==> config.mk <==
export PLATFORM = sky130hd
export DESIGN_NAME = sine_nco
export DESIGN_NICKNAME = d
export VERILOG_FILES = /design/src/rtl/sine_nco_pkg.sv /design/src/rtl/sine_quarter_rom.sv /design/src/rtl/sine_nco.sv
export SDC_FILE = /design/constraint.sdc
export NUM_CORES = 1
export LEC_CHECK = 0
export ABC_AREA = 1
export CAP_MARGIN = 20
export CORE_MARGIN = 2
export CORE_UTILIZATION = 40
export DETAILED_ROUTE_END_ITERATION = 16
export HOLD_SLACK_MARGIN = 0.15
export PLACE_DENSITY = 0.66
export SYNTH_ARGS = -nofsm -noshare
export SYNTH_HDL_FRONTEND = slang
export SYNTH_SLANG_ARGS = --single-unit
==> constraint.sdc <==
create_clock -name clk -period 6.8 [get_ports clk]
set_input_delay 1.02 -clock clk [delete_from_list [all_inputs] [get_ports clk]]
set_output_delay 1.02 -clock clk [all_outputs]
set_load 0.05 [all_outputs]
==> src/rtl/sine_nco_pkg.sv <==
// Shared definitions for the stereo NCO: mode encodings and the quarter-wave
// table generator, evaluated once per table entry at elaboration.
package sine_nco_pkg;

  typedef enum logic [1:0] {
    MODE_SINE     = 2'b00,
    MODE_SQUARE   = 2'b01,
    MODE_MUTE     = 2'b10,
    MODE_SINE_ALT = 2'b11
  } mode_e;

  // pi in unsigned fixed point with FRAC_W fractional bits
  localparam int          FRAC_W = 48;
  localparam logic [63:0] PI_FIX = 64'h0003_243F_6A88_85A3;

  // round(peak * sin(pi*i/(2q))) via an integer Taylor series; x <= pi/2, so
  // ten terms leave an error far below one LSB of any practical peak.
  function automatic int quarter_sine(input int peak, input int i, input int q);
    logic [127:0] x;
    logic [127:0] x2;
    logic [127:0] term;
    logic [127:0] sum;
    x    = ({64'd0, PI_FIX} * 128'(i)) / 128'(2 * q);
    x2   = (x * x) >> FRAC_W;
    term = x;
    sum  = x;
    for (int n = 1; n <= 10; n++) begin
      term = ((term * x2) >> FRAC_W) / 128'((2 * n) * (2 * n + 1));
      if (n % 2 == 1) sum = sum - term;
      else            sum = sum + term;
    end
    return int'((sum * 128'(peak) + (128'd1 << (FRAC_W - 1))) >> FRAC_W);
  endfunction

endpackage

==> src/rtl/sine_quarter_rom.sv <==
// Quarter-wave sine table (Q+1 entries) with a single registered read port.
module sine_quarter_rom
  import sine_nco_pkg::*;
#(
  parameter int DATA_W = 16,
  parameter int ADDR_W = 8,
  parameter int PEAK   = 5461
) (
  input  logic              clk,
  input  logic [ADDR_W-2:0] addr_i,
  output logic [DATA_W-1:0] data_o
);
  localparam int Q = 1 << (ADDR_W - 2);

  logic [DATA_W-1:0] rom [Q+1];
  logic [DATA_W-1:0] data_q;
  logic [DATA_W-1:0] data_d;

  for (genvar gi = 0; gi <= Q; gi++) begin : g_tbl
    assign rom[gi] = DATA_W'(quarter_sine(PEAK, gi, Q));
  end

  always_comb data_d = rom[addr_i];

  always_ff @(posedge clk) begin
    data_q <= data_d;
  end

  assign data_o = data_q;

endmodule

==> src/rtl/sine_nco.sv <==
// Stereo sine/square NCO: phase accumulator, quarter-wave lookup and amplitude
// scaling in a three-stage pipeline; one request in flight at a time.
module sine_nco
  import sine_nco_pkg::*;
#(
  parameter int DATA_W  = 16,
  parameter int ADDR_W  = 8,
  parameter int PHASE_W = 24,
  parameter int AMP_W   = 8,
  parameter int PEAK    = 5461
) (
  input  logic                     clk,
  input  logic                     rst_n,
  input  logic                     req,
  input  logic                     phase_clr,
  input  logic [PHASE_W-1:0]       freq_word,
  input  logic [PHASE_W-1:0]       phase_ofs_r,
  input  logic [AMP_W-1:0]         amp,
  input  logic [1:0]               mode,
  output logic signed [DATA_W-1:0] sample_l,
  output logic signed [DATA_W-1:0] sample_r,
  output logic                     valid,
  output logic                     busy
);
  localparam int SHIFT = PHASE_W - ADDR_W;
  localparam int PW    = DATA_W + AMP_W + 1;
  localparam logic [ADDR_W-2:0]        Q_ADDR = {1'b1, {(ADDR_W-2){1'b0}}};
  localparam logic signed [DATA_W-1:0] PEAK_S = DATA_W'(PEAK);

  logic [PHASE_W-1:0]       phase_q, phase_d, base;
  logic                     accept;
  logic                     v1_q, v1_d, v2_q, v2_d, valid_q, valid_d;
  logic [ADDR_W-1:0]        idx_s1_q [2];
  logic [ADDR_W-1:0]        idx_s1_d [2];
  logic [AMP_W-1:0]         amp_s1_q, amp_s1_d, amp_s2_q, amp_s2_d;
  mode_e                    mode_s1_q, mode_s1_d, mode_s2_q, mode_s2_d;
  logic [1:0]               msb_s2_q, msb_s2_d;
  logic signed [DATA_W-1:0] smp_q [2];
  logic signed [DATA_W-1:0] smp_d [2];
  logic signed [DATA_W-1:0] scaled [2];

  // Channel 0 = left, channel 1 = right; each owns a table copy so both read in parallel.
  for (genvar gi = 0; gi < 2; gi++) begin : g_ch
    logic [ADDR_W-2:0]        k, rom_addr;
    logic [DATA_W-1:0]        rom_data;
    logic signed [DATA_W-1:0] tbl, raw;
    logic signed [PW-1:0]     prod;

    assign k        = {1'b0, idx_s1_q[gi][ADDR_W-3:0]};
    assign rom_addr = idx_s1_q[gi][ADDR_W-2] ? Q_ADDR - k : k;

    sine_quarter_rom #(
      .DATA_W (DATA_W),
      .ADDR_W (ADDR_W),
      .PEAK   (PEAK)
    ) u_rom (
      .clk    (clk),
      .addr_i (rom_addr),
      .data_o (rom_data)
    );

    assign tbl = msb_s2_q[gi] ? -$signed(rom_data) : $signed(rom_data);

    always_comb begin
      case (mode_s2_q)
        MODE_SQUARE: raw = msb_s2_q[gi] ? -PEAK_S : PEAK_S;
        MODE_MUTE:   raw = '0;
        default:     raw = tbl;
      endcase
    end

    assign prod       = PW'(raw) * PW'($signed({1'b0, amp_s2_q}));
    assign scaled[gi] = DATA_W'(prod >>> AMP_W);
  end

  assign busy   = v1_q | v2_q | valid_q;
  assign accept = req & ~busy;
  assign base   = phase_clr ? '0 : phase_q;

  always_comb begin
    phase_d   = base;
    v1_d      = accept;
    idx_s1_d  = idx_s1_q;
    amp_s1_d  = amp_s1_q;
    mode_s1_d = mode_s1_q;
    if (accept) begin
      phase_d     = base + freq_word;
      idx_s1_d[0] = ADDR_W'(base >> SHIFT);
      idx_s1_d[1] = ADDR_W'(PHASE_W'(base + phase_ofs_r) >> SHIFT);
      amp_s1_d    = amp;
      mode_s1_d   = mode_e'(mode);
    end
    v2_d      = v1_q;
    amp_s2_d  = amp_s1_q;
    mode_s2_d = mode_s1_q;
    msb_s2_d  = {idx_s1_q[1][ADDR_W-1], idx_s1_q[0][ADDR_W-1]};
    valid_d   = v2_q;
    for (int i = 0; i < 2; i++) smp_d[i] = v2_q ? scaled[i] : smp_q[i];
  end

  always_ff @(posedge clk) begin
    if (!rst_n) begin
      phase_q   <= '0;
      v1_q      <= 1'b0;
      v2_q      <= 1'b0;
      valid_q   <= 1'b0;
      amp_s1_q  <= '0;
      amp_s2_q  <= '0;
      mode_s1_q <= MODE_SINE;
      mode_s2_q <= MODE_SINE;
      msb_s2_q  <= '0;
      for (int i = 0; i < 2; i++) begin
        idx_s1_q[i] <= '0;
        smp_q[i]    <= '0;
      end
    end else begin
      phase_q   <= phase_d;
      v1_q      <= v1_d;
      v2_q      <= v2_d;
      valid_q   <= valid_d;
      amp_s1_q  <= amp_s1_d;
      amp_s2_q  <= amp_s2_d;
      mode_s1_q <= mode_s1_d;
      mode_s2_q <= mode_s2_d;
      msb_s2_q  <= msb_s2_d;
      for (int i = 0; i < 2; i++) begin
        idx_s1_q[i] <= idx_s1_d[i];
        smp_q[i]    <= smp_d[i];
      end
    end
  end

  assign valid    = valid_q;
  assign sample_l = smp_q[0];
  assign sample_r = smp_q[1];

endmodule

==> results of run 1 <==
[synth_stat cells (3+ instances only)]
| cell | number | area (µm²) |
|---|---|---|
| o211ai_1 | 23 | 173 |
| dfxtp_1 | 123 | 2460 |
| nand3_1 | 127 | 636 |
| nor2_1 | 317 | 1190 |
| buf_2 | 13 | 65.1 |
| nor4_1 | 9 | 56.3 |
| nand4_1 | 28 | 175 |
| or2_2 | 5 | 31.3 |
| nand2_1 | 532 | 2000 |
| a21o_1 | 18 | 135 |
| xor2_1 | 23 | 201 |
| nor3_1 | 30 | 150 |
| a22oi_1 | 3 | 22.5 |
| nor3_2 | 4 | 40.0 |
| buf_4 | 7 | 52.6 |
| o31ai_1 | 6 | 45.0 |
| a21oi_1 | 163 | 816 |
| a31oi_1 | 27 | 169 |
| xnor2_1 | 19 | 166 |
| o21a_1 | 4 | 30.0 |
| o21bai_1 | 10 | 75.1 |
| clkbuf_1 | 57 | 214 |
| a21oi_2 | 6 | 52.6 |
| o21ai_0 | 178 | 891 |
| o21ai_1 | 8 | 40.0 |
| fa_1 | 199 | 3980 |
| inv_1 | 564 | 2120 |
| nand2_2 | 16 | 100 |
| inv_2 | 12 | 45.0 |
| nand3b_1 | 9 | 67.6 |
| o22ai_1 | 5 | 31.3 |
| ha_1 | 158 | 1980 |
| a211oi_1 | 6 | 45.0 |
| a21boi_0 | 6 | 45.0 |
[layer usage]
layer	GRT usage [%]	part of all wire (%)
met1	29.9	43
met2	39.6	47
met3	3.60	5.6
met4	9.17	3.9
met5	0	0
[tightest hold or removal path, delay by kind of cell, from the launching register on]
| kind | cells | cell delay [ps] |
|---|---|---|
| flip-flops | 1 | 310 |
| AND/OR/NAND/NOR | 1 | 50 |
| buffers and inverters | 1 | 30 |
[flip-flops by register name, indices dropped and copies added, names as in the netlist]
signal,flops
g_ch.u_rom.data_o,26
v1_q,1
amp_s1_q,8
idx_s1_q,4
msb_s2_q,2
mode_s1_q,2
mode_s2_q,2
v2_q,1
amp_s2_q,8
phase_q,24
g_ch.k,12
smp_q,32
valid,1
[cell type report]
| type | instances | area [µm²] |
|---|---|---|
| clock buffers | 17 | 425 |
| clock inverters | 15 | 179 |
| fillers | 4727 | 25500 |
| inverters | 577 | 2170 |
| multi-input cells | 1968 | 13600 |
| flip-flops and latches | 123 | 2460 |
| well taps | 607 | 759 |
| repair buffers | 113 | 1100 |
[layout by cell type (no fill, tap or decap), types with 4 or more instances in the layout]
cell and n:
inv_1 564, nand2_1 532, nor2_1 317, fa_1 199, o21ai_0 178, a21oi_1 163, ha_1 158, nand3_1 127
dfxtp_1 122, clkdlybuf4s50_1 94, nor3_1 30, nand4_1 28, a31oi_1 27, o211ai_1 23, xor2_1 23, xnor2_1 19
a21o_1 18, clkbuf_16 17, buf_4 17, nand2_2 16, inv_2 12, o21bai_1 10, nand3b_1 9, nor4_1 9
o21ai_1 8, a21oi_2 6, o31ai_1 6, a21boi_0 6, a211oi_1 6, or2_2 5, o22ai_1 5, inv_6 5
nor3_2 4, o21a_1 4
[cells by family (layout without fill, tap and decap cells)]
kind of cell             count (synthesis)  count (layout)  share of synthesized area, %
AO/OA/AOI/OAI                          478             478                          14.6
XOR/XNOR                                44              44                          2.15
buffers and inverters                  657             722                          13.5
adder cells (fa/ha/maj)                357             357                          32.0
flip-flops                             123             123                          13.2
AND/OR/NAND/NOR                       1089            1089                          24.5
[worst max path at each step]
stage,start,to,slack [ps],cells after the start
global route,g_ch[1].u_rom.data_o[0],smp_q[0][29],400,32
CTS,g_ch[0].u_rom.data_o[0],smp_q[0][13],860,29
global placement,g_ch[0].u_rom.data_o[0],smp_q[0][13],970,29
finish,g_ch[0].u_rom.data_o[0],smp_q[0][13],770,29
floorplan,mode_s2_q[1],smp_q[0][14],1530,25
detailed placement,g_ch[0].u_rom.data_o[0],smp_q[0][13],900,29
[metrics by stage]
step                      util (%)  cell area [µm²]  power [W]  hold WS [ps]  instances
after global placement        43.5            20100    0.00317           406       3387
after global routing          44.8            20700    0.00452           437       3420
after CTS                     44.8            20700    0.00416           420       3419
after detailed placement      43.5            20100    0.00320           410       3387
final                         44.8            20700    0.00415           421       3420
after floorplan                  -            18600    0.00257           404       2748
[power breakdown]
| part | internal (W) | switching, W |
|---|---|---|
| combinational | 0.000760 | 0.00155 |
| sequential | 0.000821 | 0.0000879 |
| clock | 0.000522 | 0.000417 |
==> impl_metrics.py, run 1 <==
metrics = {
    "run_status": {
        "status": "finished, final reports clean",
    },
    "sta": {
        "setup_viol": 0,
        "hold_violations": 0,
        "tightest_slew_ps": 1040,
        "fin_skew_ps": 12.1,
        "worst_slack_ps": 772,
        "min_period_ps": 6030,
        "period_share_pct": 88.7,
        "fin_tns_setup_ps": 0,
        "fmax_mhz": 166,
        "slew_headroom_pct": 30.3,
        "slew_viol_final": 0,
        "rsz0062_at_grt": "false",
    },
    "routing": {
        "postRouteAntennaNets": 0,
        "wl_per_cell_um": 16.1,
        "viasPerCell": 5.28,
        "wl_um": 54900,
        "drc": 0,
        "dr.first_iter.drc_count": 1435,
        "via_count": 18057,
        "drt-pass1-iter-count": 6,
    },
    "critical_path": {
        "reg2reg_depth": 29,
        "max_stage_delay_ps": 560,
        "worstPathArrival_ps": 6390,
        "cp-end-kind": "register",
        "path_common_cell": "inv_1",
        "critPathMaxFanout": 5,
        "r2r_slack_ps": 770,
        "crit_family": "adder cells",
        "cp-start-kind": "register",
        "critPathRequiredTime_ps": 7160,
        "path_class": "reg -> reg",
        "r2r-end": "smp_q[0][13]",
        "reg2reg_from": "g_ch[0].u_rom.data_o[0]",
        "slowest_stage": "fa_1",
        "cp.buffers_inverters": 7,
    },
    "pwr": {
        "ir_worst_vdd_mv": 0.204,
        "leakage_nw": 10.8,
        "powerDensity_nw_per_um2": 200,
    },
    "grt": {
        "grt_max_degree": 60,
        "grt_usage_pct": 23.4,
        "overflow": 0,
        "grt_pass1_wl_um": 90200,
        "grt_pass1_vias": 18044,
        "antenna_found_initial": 0,
    },
    "synthesis": {
        "ys_warn_count": 0,
        "synthCells": 2748,
        "ys_seq_area_share_pct": 13.2,
        "syn-cell-area_um2": 18600,
        "synth_nets": 3167,
        "synth-seq-cells": 123,
        "syn_area_per_cell_um2": 6.78,
        "synth-async-reset-ratio_pct": 0,
        "synth-main-ff-cell": "dfxtp_1",
        "netlist-cell-type-count": 58,
        "synth_edf_count": 0,
    },
    "floorplanning": {
        "die_h_um": 220,
        "initial_utilization_pct": 40.3,
        "die-area_um2": 48300,
        "ios": 96,
        "die_x_um": 220,
        "coreArea_um2": 46300,
        "num_rows": 79,
    },
    "clocking": {
        "cts_buffers": 17,
        "post-cts-setup-buffers": 0,
        "cts_root_buf": "clkbuf_16",
        "cts_tree": "built",
        "clk_pin_slew_ps": 70,
        "ctsHoldBuffers": 0,
        "cts.sinks": 123,
        "cts_buffer_depth": 2,
        "htree_levels": 4,
        "insertion_delay_ps": 460,
        "ctsResizeCount": 0,
    },
    "job": {
        "max_cap_viol_count": 0,
    },
    "layout": {
        "area_delta_synth_final_pct": 11.4,
        "drive_gt1_share_pct": 3.98,
        "finalNetCount": 3219,
        "antenna_cells": 0,
    },
    "worst_hold_path": {
        "holdPathEnd": "v2_q",
        "hp-start": "v1_q",
        "min_path_cells": 2,
        "hold_class": "reg -> reg",
    },
    "placement": {
        "place_hpwl_um": 44300,
        "pre_cts_ws_ps": 904,
        "port_buffers": 95,
        "routabilityCongestion": 0.952,
    },
}
Note: power is estimated with default switching activity, not from simulation.
==> run 2: changes to the inputs <==
TNS_END_PERCENT = 20   (was not set)
==> results of run 2 <==
No change in the layout: final DEF, timing and power equal those of run 1.
